--- config.mk ---
export PLATFORM = sky130hd
export DESIGN_NAME = line_pixel_writer_flat
export DESIGN_NICKNAME = d
export VERILOG_FILES = /design/src/rtl/line_pkg.sv /design/src/rtl/line_pixel_writer_if.sv /design/src/rtl/point_fifo.sv /design/src/rtl/line_pixel_writer.sv /design/src/flat_wrapper.sv
export SDC_FILE = /design/constraint.sdc
export NUM_CORES = 1
export LEC_CHECK = 0
export ABC_AREA = 1
export CAP_MARGIN = 20
export CORE_UTILIZATION = 55
export DETAILED_ROUTE_END_ITERATION = 8
export GPL_TIMING_DRIVEN = 0
export PLACE_DENSITY = 0.79
export SYNTH_ARGS = -nofsm -noshare
export SYNTH_HDL_FRONTEND = slang
export SYNTH_SLANG_ARGS = --single-unit
--- constraint.sdc ---
create_clock -name clk_in -period 2.7 [get_ports clk_in]
set_clock_uncertainty 0.05 [all_clocks]
set_input_delay 0.675 -clock clk_in [delete_from_list [all_inputs] [get_ports clk_in]]
set_output_delay 0.675 -clock clk_in [all_outputs]
set_load 0.05 [all_outputs]
--- src/rtl/line_pkg.sv ---
// rtl/line_pkg.sv - shared line-drawing types and defaults
// Used by line_gen, projection and line_pixel_writer.
//   X_W / Y_W          : pixel coordinate widths
//   H_ACTIVE_DEF / V_ACTIVE_DEF : default active raster size
//   point_t            : one rasterised pixel {x, y}
//   wr_state_t         : frame-buffer writer state
package line_pkg;

    localparam int X_W          = 11;
    localparam int Y_W          = 10;
    localparam int H_ACTIVE_DEF = 1280;
    localparam int V_ACTIVE_DEF = 720;

    typedef struct packed {
        logic [X_W-1:0] x;
        logic [Y_W-1:0] y;
    } point_t;

    typedef enum logic {
        CLEAR = 1'b0,
        DRAW  = 1'b1
    } wr_state_t;

endpackage

--- src/rtl/line_pixel_writer_if.sv ---
// rtl/line_pixel_writer_if.sv - point stream, BRAM write port and status bundle
// Signals:
//   x_in, y_in, data_valid_in, ready_out : point stream from line_gen
//   frame_start_in                       : frame restart pulse
//   mem_ready_in, addr_out, wdata_out, we_out : BRAM write port
//   busy_out, clear_done_out, clip_count_out  : status
// Modports: master = upstream/memory side, slave = line_pixel_writer.
interface line_pixel_writer_if #(
    parameter int ADDR_W = 20
);
    import line_pkg::*;

    logic [X_W-1:0]    x_in;
    logic [Y_W-1:0]    y_in;
    logic              data_valid_in;
    logic              ready_out;
    logic              frame_start_in;
    logic              mem_ready_in;
    logic [ADDR_W-1:0] addr_out;
    logic              wdata_out;
    logic              we_out;
    logic              busy_out;
    logic              clear_done_out;
    logic [15:0]       clip_count_out;

    modport master (
        output x_in, y_in, data_valid_in, frame_start_in, mem_ready_in,
        input  ready_out, addr_out, wdata_out, we_out,
               busy_out, clear_done_out, clip_count_out
    );

    modport slave (
        input  x_in, y_in, data_valid_in, frame_start_in, mem_ready_in,
        output ready_out, addr_out, wdata_out, we_out,
               busy_out, clear_done_out, clip_count_out
    );

endinterface

--- src/rtl/point_fifo.sv ---
// rtl/point_fifo.sv - synchronous FIFO of point_t with full/empty flags
// Ports:
//   clk, rst     : clock, synchronous active-high reset
//   clear        : synchronous flush (drops all entries)
//   push, din    : write side, ignored when full
//   pop, dout    : read side, dout shows head entry, pop ignored when empty
//   full, empty  : status flags
module point_fifo
    import line_pkg::*;
#(
    parameter int DEPTH = 16
) (
    input  logic   clk,
    input  logic   rst,
    input  logic   clear,
    input  logic   push,
    input  point_t din,
    output logic   full,
    input  logic   pop,
    output point_t dout,
    output logic   empty
);

    localparam int PW = $clog2(DEPTH);

    point_t        mem [DEPTH];
    // One extra pointer bit distinguishes full from empty when indices match.
    logic [PW:0]   wr_ptr;
    logic [PW:0]   rd_ptr;
    logic          do_push;
    logic          do_pop;

    assign empty   = (wr_ptr == rd_ptr);
    assign full    = (wr_ptr[PW] != rd_ptr[PW]) && (wr_ptr[PW-1:0] == rd_ptr[PW-1:0]);
    assign do_push = push && !full && !clear;
    assign do_pop  = pop && !empty && !clear;
    assign dout    = mem[rd_ptr[PW-1:0]];

    always_ff @(posedge clk) begin
        if (rst || clear) begin
            wr_ptr <= '0;
            rd_ptr <= '0;
        end else begin
            if (do_push) begin
                wr_ptr <= wr_ptr + 1'b1;
            end
            if (do_pop) begin
                rd_ptr <= rd_ptr + 1'b1;
            end
        end
    end

    always_ff @(posedge clk) begin
        if (do_push) begin
            mem[wr_ptr[PW-1:0]] <= din;
        end
    end

endmodule

--- src/rtl/line_pixel_writer.sv ---
// rtl/line_pixel_writer.sv - writes line_gen pixels into a 1-bit overlay frame buffer
// Ports:
//   clk_in, rst_in : clock, synchronous active-high reset
//   bus (slave)    : point stream in, BRAM write port out, status out
// Behaviour: sweep-clears the buffer after reset / frame_start, then draws
// accepted points through FIFO -> clip -> address -> output register.
module line_pixel_writer
    import line_pkg::*;
#(
    parameter int H_ACTIVE   = H_ACTIVE_DEF,
    parameter int V_ACTIVE   = V_ACTIVE_DEF,
    parameter int FIFO_DEPTH = 16
) (
    input  logic               clk_in,
    input  logic               rst_in,
    line_pixel_writer_if.slave bus
);

    localparam int                TOTAL     = H_ACTIVE * V_ACTIVE;
    localparam int                ADDR_W    = $clog2(TOTAL);
    localparam logic [ADDR_W-1:0] LAST_ADDR = ADDR_W'(TOTAL - 1);
    localparam logic [ADDR_W-1:0] H_MUL     = ADDR_W'(H_ACTIVE);

    wr_state_t         state;
    logic [ADDR_W-1:0] ptr;

    point_t            fifo_dout;
    logic              fifo_full;
    logic              fifo_empty;
    logic              push;
    logic              pop;
    logic              pop_clipped;

    logic              s1_valid;
    point_t            s1_pt;
    logic              out_valid;
    logic [ADDR_W-1:0] out_addr;
    logic [ADDR_W-1:0] s1_addr;
    logic [15:0]       clip_count;

    logic              flush;
    logic              out_en;
    logic              s1_en;
    logic              ready;
    logic              clear_last;

    assign flush = rst_in || bus.frame_start_in;

    // Stages advance like a skid-free pipeline: each moves when the one
    // below it is empty or moving.
    assign out_en = !out_valid || bus.mem_ready_in;
    assign s1_en  = !s1_valid || out_en;

    assign ready = (state == DRAW) && !fifo_full && !bus.frame_start_in;
    assign push  = bus.data_valid_in && ready;
    assign pop   = (state == DRAW) && !fifo_empty && s1_en;

    assign pop_clipped = (int'(fifo_dout.x) >= H_ACTIVE) || (int'(fifo_dout.y) >= V_ACTIVE);
    assign s1_addr     = ADDR_W'(s1_pt.y) * H_MUL + ADDR_W'(s1_pt.x);
    assign clear_last  = (state == CLEAR) && (ptr == LAST_ADDR);

    point_fifo #(
        .DEPTH (FIFO_DEPTH)
    ) u_fifo (
        .clk   (clk_in),
        .rst   (rst_in),
        .clear (bus.frame_start_in),
        .push  (push),
        .din   ({bus.x_in, bus.y_in}),
        .full  (fifo_full),
        .pop   (pop),
        .dout  (fifo_dout),
        .empty (fifo_empty)
    );

    always_ff @(posedge clk_in) begin
        if (flush) begin
            state      <= CLEAR;
            ptr        <= '0;
            s1_valid   <= 1'b0;
            s1_pt      <= '0;
            out_valid  <= 1'b0;
            out_addr   <= '0;
            clip_count <= '0;
        end else begin
            case (state)
                CLEAR: begin
                    if (bus.mem_ready_in) begin
                        if (clear_last) begin
                            state <= DRAW;
                            ptr   <= '0;
                        end else begin
                            ptr <= ptr + 1'b1;
                        end
                    end
                end
                DRAW: begin
                    if (out_en) begin
                        out_valid <= s1_valid;
                        out_addr  <= s1_addr;
                    end
                    if (s1_en) begin
                        s1_valid <= pop && !pop_clipped;
                        s1_pt    <= fifo_dout;
                    end
                    if (pop && pop_clipped && (clip_count != 16'hFFFF)) begin
                        clip_count <= clip_count + 16'd1;
                    end
                end
                default: state <= CLEAR;
            endcase
        end
    end

    // Clear-sweep outputs decode directly from state/ptr so the first write
    // of address 0 appears in the first cycle after reset or frame_start;
    // rst_in gates them so everything reads 0 while reset is held.
    assign bus.ready_out      = ready;
    assign bus.we_out         = !rst_in && ((state == CLEAR) || out_valid);
    assign bus.wdata_out      = !rst_in && (state == DRAW) && out_valid;
    assign bus.addr_out       = rst_in ? '0 : ((state == CLEAR) ? ptr : out_addr);
    assign bus.busy_out       = !rst_in && (state == CLEAR);
    assign bus.clear_done_out = !rst_in && clear_last && bus.mem_ready_in && !bus.frame_start_in;
    assign bus.clip_count_out = rst_in ? 16'd0 : clip_count;

endmodule
--- src/flat_wrapper.sv ---
// flat-port wrapper written by rule: the top's interface ports become plain ports
module line_pixel_writer_flat import line_pkg::*;
#(
    parameter int H_ACTIVE   = H_ACTIVE_DEF,
    parameter int V_ACTIVE   = V_ACTIVE_DEF,
    parameter int FIFO_DEPTH = 16
)
  (clk_in, rst_in, bus_x_in, bus_y_in, bus_data_valid_in, bus_frame_start_in, bus_mem_ready_in, bus_ready_out, bus_addr_out, bus_wdata_out, bus_we_out, bus_busy_out, bus_clear_done_out, bus_clip_count_out);
  line_pixel_writer_if bus_i ();
  input  logic clk_in;
  input  logic rst_in;
  input wire logic [$bits(bus_i.x_in)-1:0] bus_x_in;
  input wire logic [$bits(bus_i.y_in)-1:0] bus_y_in;
  input wire logic [$bits(bus_i.data_valid_in)-1:0] bus_data_valid_in;
  input wire logic [$bits(bus_i.frame_start_in)-1:0] bus_frame_start_in;
  input wire logic [$bits(bus_i.mem_ready_in)-1:0] bus_mem_ready_in;
  output wire logic [$bits(bus_i.ready_out)-1:0] bus_ready_out;
  output wire logic [$bits(bus_i.addr_out)-1:0] bus_addr_out;
  output wire logic [$bits(bus_i.wdata_out)-1:0] bus_wdata_out;
  output wire logic [$bits(bus_i.we_out)-1:0] bus_we_out;
  output wire logic [$bits(bus_i.busy_out)-1:0] bus_busy_out;
  output wire logic [$bits(bus_i.clear_done_out)-1:0] bus_clear_done_out;
  output wire logic [$bits(bus_i.clip_count_out)-1:0] bus_clip_count_out;
  assign bus_i.x_in = bus_x_in;
  assign bus_i.y_in = bus_y_in;
  assign bus_i.data_valid_in = bus_data_valid_in;
  assign bus_i.frame_start_in = bus_frame_start_in;
  assign bus_i.mem_ready_in = bus_mem_ready_in;
  assign bus_ready_out = bus_i.ready_out;
  assign bus_addr_out = bus_i.addr_out;
  assign bus_wdata_out = bus_i.wdata_out;
  assign bus_we_out = bus_i.we_out;
  assign bus_busy_out = bus_i.busy_out;
  assign bus_clear_done_out = bus_i.clear_done_out;
  assign bus_clip_count_out = bus_i.clip_count_out;
  line_pixel_writer #(.H_ACTIVE(H_ACTIVE), .V_ACTIVE(V_ACTIVE), .FIFO_DEPTH(FIFO_DEPTH)) u_core (.clk_in(clk_in), .rst_in(rst_in), .bus(bus_i));
endmodule
==> results of run 1 <==
[registers in the layout, indices dropped and copies added, names as in the netlist, 5 cells and up, named ones only]
signal	cells
u_core.u_fifo.mem	336
u_core.u_fifo.wr_ptr	5
u_core.out_addr	20
u_core.ptr	20
u_core.clip_count	16
u_core.u_fifo.rd_ptr	5
u_core.s1_pt	21
[power by group]
part / internal (mW) / leakage, nW / switching [mW]
Clock: 3.38 / 0.657 / 2.50
Combinational: 0.0591 / 3.95 / 0.146
Sequential: 7.12 / 3.78 / 0.00139
[repair_timing]
action                     CTS  global route
buffers inserted            50             3
resized for setup          176            64
hold buffers                 0             0
pin swaps                   26             5
setup endpoints to repair  356           376
cloned                      11             0
[path summary, 6_finish.rpt]
kind,end,startpoint,cells past startpoint,slack [ns]
hold / removal,u_core.clip_count[5],u_core.clip_count[5],2,0.42
setup / recovery,bus_clear_done_out,u_core.ptr[1],6,0.02
hold reg to reg,u_core.clip_count[5],u_core.clip_count[5],2,0.42
setup reg to reg,u_core.s1_pt[1],flop,10,0.05
[cells by family after synthesis]
group                    synth area share
AO/OA/AOI/OAI                      0.1090
flip-flops                         0.6409
buffers and inverters             0.06216
XOR/XNOR                          0.01829
AND/OR/NAND/NOR                    0.1500
adder cells (fa/ha/maj)           0.01956
[cell usage after synthesis, drive strengths merged]
cell / instances
clkinv: 1
nor3b: 3
o22ai: 25
nand4: 5
fa: 2
nand3: 145
inv: 181
xor2: 32
nor3: 19
dfxtp: 94
a311oi: 1
a211oi: 2
nor2: 228
nand3b: 2
ha: 26
o211ai: 45
nand2: 250
o311ai: 1
a31oi: 2
o21bai: 7
nor4: 7
buf: 49
a21oi: 50
xnor2: 7
clkbuf: 44
o21a: 1
edfxtp: 336
o221ai: 30
o21ai: 165
a21o: 1
[per-stage QoR]
step	hold slack [ns]	power [mW]
3_5_place_dp	0.4121	7.458
2_1_floorplan	0.3930	7.328
6_report	0.4200	13.21
3_3_place_gp	0.4036	7.449
5_1_grt	0.4513	13.48
4_1_cts	0.4239	13.18
[final cells by class]
cell class / count / area [um^2] / area share
multi-input cells: 1066 / 5995 / 0.2679
diodes: 1 / 2.502 / 0.0001118
clock inverters: 23 / 222.7 / 0.009954
flip-flops and latches: 430 / 11980 / 0.5355
inverters: 182 / 688.2 / 0.03076
well taps: 448 / 560.5 / 0.02505
repair buffers: 125 / 1249 / 0.05581
plain buffers: 92 / 534.3 / 0.02388
clock buffers: 54 / 1142 / 0.05106
[per-layer routing]
metal,up-vias,GRT usage,wire length [um]
met5,-,0,0
met4,0,0.1554,3144
met3,289,0.07185,7087
met2,1159,0.5125,24710
met1,6936,0.4071,19150
li1,6487,-,-
[critical path: cells and delay by family, from the launching register on]
family / cells / cell delay (ns)
AND/OR/NAND/NOR: 4 / 0.67
flip-flops: 1 / 0.37
buffers and inverters: 1 / 0.18
adder cells (fa/ha/maj): 1 / 0.20
==> flow_metrics.py, run 1 <==
metrics = {
    "outcome": {
        "outcome": "complete, no violations",
    },
    "synth": {
        "syn_nets": 1815,
        "synth_cells": 1761,
        "syn-cell-area_um2": 18680,
        "yosys_warnings": 0,
        "ys_seq_area_frac": 0.6409,
        "syn_area_per_cell_um2": 10.61,
        "yosysTopAreaCellShare": 0.5402,
        "synth-seq-cells": 430,
        "synthDistinctLibCells": 48,
        "synthTopCellsByArea": "edfxtp_1 (54%), dfxtp_1 (10%), nand2_1 (4.8%), nor2_1 (4.5%), o21ai_0 (4.0%)",
        "synth_largest_area_cell": "edfxtp_1",
    },
    "timing": {
        "grt_setup_unrepaired": "true",
        "tns_ns": 0,
        "tightestPinTransition_ns": 1.012,
        "fmax_mhz": 373.2,
        "hold_viol": 0,
        "maxSlewHeadroom": 0.3234,
        "period_needed_ns": 2.679,
        "drv_slew": 0,
        "finalWorstSetupSlack_ns": 0.02079,
        "period_share": 0.9923,
        "setup_viol": 0,
    },
    "route": {
        "dr_total_vias": 14870,
        "drc": 0,
        "postRouteAntennaNets": 0,
        "drt_iter0_drc": 2120,
        "wl_per_cell_um": 22.34,
        "first_pass_iters": 6,
        "drt-total-wl_um": 54100,
        "via_per_inst": 6.143,
    },
    "critical_path": {
        "crit_chain": "ha_2 > nand2_1 > nor4_2 > nand2_1 > nor3_4 > buf_6",
        "path_common_cell": "nand2_1",
        "cp-start-kind": "flop",
        "critPathSlowestCell": "dfxtp_1",
        "path_max_fanout": 3,
        "worstPathRequired_ns": 1.98,
        "cp-end-kind": "primary output",
        "arrival_ns": 1.95,
        "crit_type": "flop to primary output",
        "critPathMaxStageDelay_ns": 0.37,
    },
    "final_layout": {
        "n_fill_cell": 2237,
        "final_cell_mix": "edfxtp_1 (336), nand2_1 (233), nor2_1 (205)",
        "fin_util": 0.6689,
        "final_cells": 2421,
        "finalNetCount": 1994,
        "final_layout_size_suffix_gt1_frac": 0.1552,
        "stdcell_area_um2": 22370,
        "area_growth_pct": 19.78,
        "layout_commonest_cell": "edfxtp_1",
    },
    "placed_design": {
        "io_buffers": 66,
        "gp_congestion": 0.9065,
        "hpwlAfterDp_um": 30730,
        "dpl.cell_count": 2280,
        "pre_cts_ws_ns": -1.207,
        "postPlaceCellArea_um2": 20230,
    },
    "floorplan": {
        "ios": 67,
        "die_h_um": 186.3,
        "core_um2": 33450,
        "num_rows": 67,
        "die_x_um": 186.3,
        "dieArea_um2": 34700,
        "start_util": 0.5584,
    },
    "global_routing": {
        "grt_max_degree": 24,
        "grt_pass1_wl_um": 81670,
        "antenna_found_initial": 1,
        "grt_pass1_vias": 14270,
        "grt_overflow": 0,
        "grt.total_usage": 0.3178,
    },
    "clocking": {
        "htreeDepth": 2,
        "clk_latency_ns": 0.56,
        "cts_buffer_depth": 3,
        "cts_sinks": 430,
        "cts_made_buffers": 43,
        "root_buffer": "clkbuf_16",
        "cts_tree": "done",
        "path_clk_slew_ns": 0.06,
    },
    "worst_hold_path": {
        "hold_path_class": "flop to flop",
    },
    "job": {
        "maxCapViolations": 0,
    },
    "power": {
        "power.density_nw_per_um2": 590.6,
        "vdd_drop_max_v": 0.0003924,
        "power.leakage_nw": 8.388,
    },
}
Note: power is estimated with default switching activity, not from simulation.
==> inputs of run 2 (changes only) <==
Settings changed: CORE_ASPECT_RATIO set to 1.75, CORE_UTILIZATION 55 to 60, PLACE_DENSITY 0.79 to 0.81.
Clock period 2.7 ns to 3.15 ns, I/O delays scaled along.
==> run 2 against run 1 <==
Core utilization is 2.1 points higher. Via count is 5.9% lower. Cell count is 5.4% lower. Global-route usage is 0.14 points higher. Routed wire length is 8.9% lower. Highest routed layer unchanged.
==> flow_metrics.py, run 2 (synthesis gave the netlist of run 1 again) <==
metrics = {
    "outcome": {
        "outcome": "complete, no violations",
    },
    "global_routing": {
        "grt_pass1_vias": 14060,
        "grt_overflow": 0,
        "antenna_found_initial": 1,
        "grt_max_degree": 24,
        "grt.total_usage": 0.3192,
        "grt_pass1_wl_um": 75470,
    },
    "timing": {
        "fmax_mhz": 323.0,
        "hold_viol": 0,
        "drv_slew": 0,
        "period_needed_ns": 3.096,
        "timing.hold.ws_ns": 0.4129,
        "maxSlewHeadroom": 0.3558,
        "period_share": 0.9827,
        "grt_setup_unrepaired": "true",
        "tightestPinTransition_ns": 0.9641,
        "setup_viol": 0,
    },
    "floorplan": {
        "die_x_um": 135.4,
        "die_h_um": 235.4,
        "start_util": 0.6077,
        "core_um2": 30740,
        "num_rows": 85,
        "dieArea_um2": 31870,
        "ios": 67,
    },
    "power": {
        "p_sw_frac": 0.1938,
        "total_power_mw": 10.88,
        "pwr-share-clk": 0.423,
        "power.leakage_nw": 7.895,
        "vdd_drop_max_v": 0.0004772,
        "power.density_nw_per_um2": 513.2,
        "p_sw_mw": 2.108,
        "p_seq_frac": 0.561,
        "p_comb_frac": 0.015,
        "p_int_mw": 8.768,
    },
    "placed_design": {
        "gp_congestion": 0.9525,
        "hpwlAfterDp_um": 31960,
        "postPlaceCellArea_um2": 20060,
        "dpl.cell_count": 2222,
        "io_buffers": 66,
    },
    "critical_path": {
        "cp-start-kind": "primary input",
        "arrival_ns": 2.26,
        "r2r_setup_slack_ns": 0.15,
        "crit_chain": "clkdlybuf4s50_1 > clkbuf_4 > nor2_4 > inv_1 > buf_4 > o22ai_2 > buf_2",
        "crit_type": "primary input to primary output",
        "critPathMaxStageDelay_ns": 0.48,
        "worstPathRequired_ns": 2.31,
        "timing.rr.start": "u_core.u_fifo.wr_ptr[3]",
        "critPathSlowestCell": "clkdlybuf4s50_1",
        "path_max_fanout": 10,
        "cp-end-kind": "primary output",
        "critPathLaunch": "rst_in",
    },
    "clocking": {
        "hold_buffers": 0,
        "clk_latency_ns": 0.54,
        "root_buffer": "clkbuf_16",
        "cts_buffer_depth": 3,
        "cts_sinks": 430,
        "htreeDepth": 2,
        "cts_tree": "done",
        "cts_made_buffers": 38,
        "path_clk_slew_ns": 0.06,
    },
    "job": {
        "maxCapViolations": 0,
    },
    "worst_hold_path": {
        "min_from": "u_core.clip_count[5]",
        "hold_path_class": "flop to flop",
    },
    "final_layout": {
        "largest_register_ffs": 336,
        "final_cell_mix": "edfxtp_1 (336), nand2_1 (237), nor2_1 (208)",
        "stdcell_area_um2": 21190,
        "final_cells": 2290,
        "area_growth_pct": 13.46,
        "finalNetCount": 1926,
        "layout_commonest_cell": "edfxtp_1",
        "final_layout_size_suffix_gt1_frac": 0.1075,
        "fin_util": 0.6895,
    },
    "route": {
        "drc": 0,
        "postRouteAntennaNets": 0,
        "drt_iter0_drc": 1251,
        "wl_per_cell_um": 21.52,
        "dr_total_vias": 13990,
        "first_pass_iters": 5,
        "via_per_inst": 6.110,
        "drt-total-wl_um": 49270,
    },
}
-- run 2: cell count changes in the layout (fill, tap and decap cells not counted), sizes merged --
cell / change
clkbuf: -1
nor2: -10
clkinv: -4
dlygate4sd2: -3
buf: -57
clkdlybuf4s50: +1
clkdlybuf4s15: +1
clkinvlp: -1
-- run 2: cell type report --
class / count / area (um^2)
buffer: 93 / 493.0
clock buffer: 48 / 1018
clock inverter: 18 / 197.7
fill: 2168 / 9543
multi-input combinational: 1056 / 5723
inverter: 182 / 685.7
timing repair buffer: 71 / 611.8
tap: 391 / 489.2
sequential: 430 / 11970
antenna: 1 / 2.502
-- run 2: path summary, 6_finish.rpt --
path | end | depth (start not counted)
setup / recovery | bus_addr_out[7] | 7
hold / removal | u_core.clip_count[5] | 2
setup reg to reg | u_core.u_fifo.mem[1][20] | 8
hold reg to reg | u_core.clip_count[5] | 2
-- run 2: metrics by stage --
| step | setup TNS, ns | worst slack [ns] |
|---|---|---|
| 5_1_grt | -0.02405 | -0.02405 |
| 3_5_place_dp | -94.61 | -1.194 |
| 2_1_floorplan | -0.3385 | -0.1693 |
| 6_report | 0 | 0.05435 |
| 3_3_place_gp | -427.03 | -1.366 |
| 4_1_cts | 0 | 0.001067 |
-- run 2: power by group through the flow --
stage | sequential, mW | clock (mW) | combinational, mW
after global routing | 6.10 | 4.83 | 0.176
after CTS | 6.11 | 4.63 | 0.163
after floorplan | 6.23 | 0 | 0.0465
after global placement | 6.23 | 0 | 0.154
final | 6.11 | 4.60 | 0.166
after detailed placement | 6.23 | 0 | 0.160
-- run 2: repair_timing --
item	in CTS	in global routing
pin swaps	1	0
setup endpoints to repair	41	27
setup buffers	1	0
resized for setup	136	27
-- run 2: critical path: cells and delay by family --
| family | cells | cell delay (ns) |
|---|---|---|
| simple gates | 1 | 0.06 |
| buf+inv | 5 | 1.34 |
| compound gates | 1 | 0.08 |
-- run 2: layer usage --
layer  up-vias  wire length [um]  GRT usage
li1       6316                 -          -
met1      6610             16050     0.3330
met2       863             25830     0.5720
met3       202              4276    0.05965
met4         0              3118     0.2128
met5         -                 0          0
==> inputs of run 3 (changes only) <==
Settings changed: SKIP_CTS_REPAIR_TIMING set to 1.
==> run 3 against run 2 <==
First-iteration DRC count increased by 8.3%. Fmax decreased by 0.79%. Worst hold slack about the same. Largest cell class unchanged.
==> flow_metrics.py, run 3 (synthesis gave the netlist of run 1 again) <==
metrics = {
    "floorplan": {
        "start_util": 0.6077,
        "die_x_um": 135.4,
        "die_h_um": 235.4,
        "num_rows": 85,
        "core_um2": 30740,
        "ios": 67,
        "dieArea_um2": 31870,
    },
    "critical_path": {
        "path_max_fanout": 10,
        "crit_type": "primary input to primary output",
        "worstPathRequired_ns": 2.31,
        "cp-end-kind": "primary output",
        "arrival_ns": 2.28,
        "r2r_cells": 8,
        "cp-start-kind": "primary input",
    },
    "global_routing": {
        "grt_overflow": 0,
        "grt_pass1_vias": 14040,
        "grt.total_usage": 0.3196,
        "grt_pass1_wl_um": 75530,
        "grt_max_degree": 24,
        "antenna_found_initial": 0,
    },
    "route": {
        "via_per_inst": 6.104,
        "met2RoutedLength_um": 25700,
        "highest-signal-layer": "met4",
        "wl_per_cell_um": 21.65,
        "postRouteAntennaNets": 0,
        "drt_iter0_drc": 1355,
        "drt-total-wl_um": 49550,
        "drc": 0,
        "wl_met1_um": 16250,
        "dr_wl_met3_um": 4364,
        "first_pass_iters": 6,
        "dr_total_vias": 13970,
    },
    "timing": {
        "hold_viol": 0,
        "tightestPinTransition_ns": 0.9785,
        "finalWorstSetupSlack_ns": 0.02984,
        "setup_viol": 0,
        "fmax_mhz": 320.5,
        "period_share": 0.9905,
        "timing.hold.ws_ns": 0.4130,
        "period_needed_ns": 3.120,
        "grt_setup_unrepaired": "true",
        "drv_slew": 0,
        "maxSlewHeadroom": 0.3461,
    },
    "placed_design": {
        "pre_cts_ws_ns": -1.194,
        "gp_congestion": 0.9525,
        "hpwlAfterDp_um": 31960,
        "io_buffers": 66,
    },
    "power": {
        "power.leakage_nw": 8.196,
        "power.density_nw_per_um2": 511.4,
        "vdd_drop_max_v": 0.0004751,
    },
    "final_layout": {
        "area_growth_pct": 13.97,
        "layout_commonest_cell": "edfxtp_1",
        "antenna_cells": 0,
        "final_layout_size_suffix_gt1_frac": 0.1054,
        "finalNetCount": 1926,
        "final_cell_mix": "edfxtp_1 (336), nand2_1 (237), nor2_1 (208)",
        "fin_util": 0.6927,
        "largest_register_ffs": 336,
    },
    "clocking": {
        "cts_tree": "done",
        "root_buffer": "clkbuf_16",
        "htreeDepth": 2,
        "cts_buffer_depth": 3,
        "cts_made_buffers": 38,
        "clk_latency_ns": 0.54,
        "path_clk_slew_ns": 0.06,
        "cts_sinks": 430,
    },
    "worst_hold_path": {
        "holdPathStages": 2,
        "hold_path_class": "flop to flop",
    },
    "job": {
        "maxCapViolations": 0,
    },
    "outcome": {
        "outcome": "complete, no violations",
    },
}
[run 3: cell types whose count changed in the layout (fill, tap and decap cells not counted), sizes merged]
cell and delta:
diode -1, buf -12, dlygate4sd2 -11, clkdlybuf4s15 -5
clkbuf +8, dlymetal6s2s +20
[run 3: path summary, 6_finish.rpt]
check | from | end | slack (ns)
min | u_core.clip_count[5] | u_core.clip_count[5] | 0.41
min reg2reg | u_core.clip_count[5] | u_core.clip_count[5] | 0.41
max | rst_in | bus_addr_out[2] | 0.03
max reg2reg | u_core.u_fifo.wr_ptr[3] | u_core.u_fifo.mem[4][7] | 0.16
[run 3: critical path: stages]
cell and delay, ns:
clkdlybuf4s50_1 0.42, clkbuf_4 0.21, nor2_4 0.17, inv_1 0.13, buf_6 0.19, o22ai_2 0.09, buf_2 0.28
[run 3: stage by stage]
| stage | instances | TNS [ns] | power [mW] | area (um^2) |
|---|---|---|---|---|
| after floorplan | 1761 | -0.3385 | 6.277 | 18750 |
| after global placement | 2218 | -427.03 | 6.384 | 19900 |
| after detailed placement | 2222 | -94.61 | 6.390 | 20060 |
| after CTS | 2288 | -29.38 | 10.89 | 21270 |
| after global routing | 2289 | -0.1359 | 11.11 | 21290 |
| final | 2289 | 0 | 10.89 | 21290 |
[run 3: layout make-up]
| cell class | instances | area (um^2) |
|---|---|---|
| well taps | 391 | 489.2 |
| plain buffers | 93 | 499.2 |
| fillers | 2142 | 9447 |
| flip-flops and latches | 430 | 11970 |
| inverters | 182 | 685.7 |
| repair buffers | 71 | 699.4 |
| clock inverters | 18 | 197.7 |
| multi-input cells | 1056 | 5728 |
| clock buffers | 48 | 1018 |
[run 3: per-layer routing]
| metal | vias to the layer above | GRT usage |
|---|---|---|
| met1 | 6603 | 0.3360 |
| met2 | 837 | 0.5717 |
| met3 | 209 | 0.05879 |
| li1 | 6322 | - |
| met5 | - | 0 |
| met4 | 0 | 0.2108 |
[run 3: power breakdown]
group,internal [mW],switching (mW)
Combinational,0.0452,0.123
Clock,2.62,1.99
Sequential,6.10,0.00108
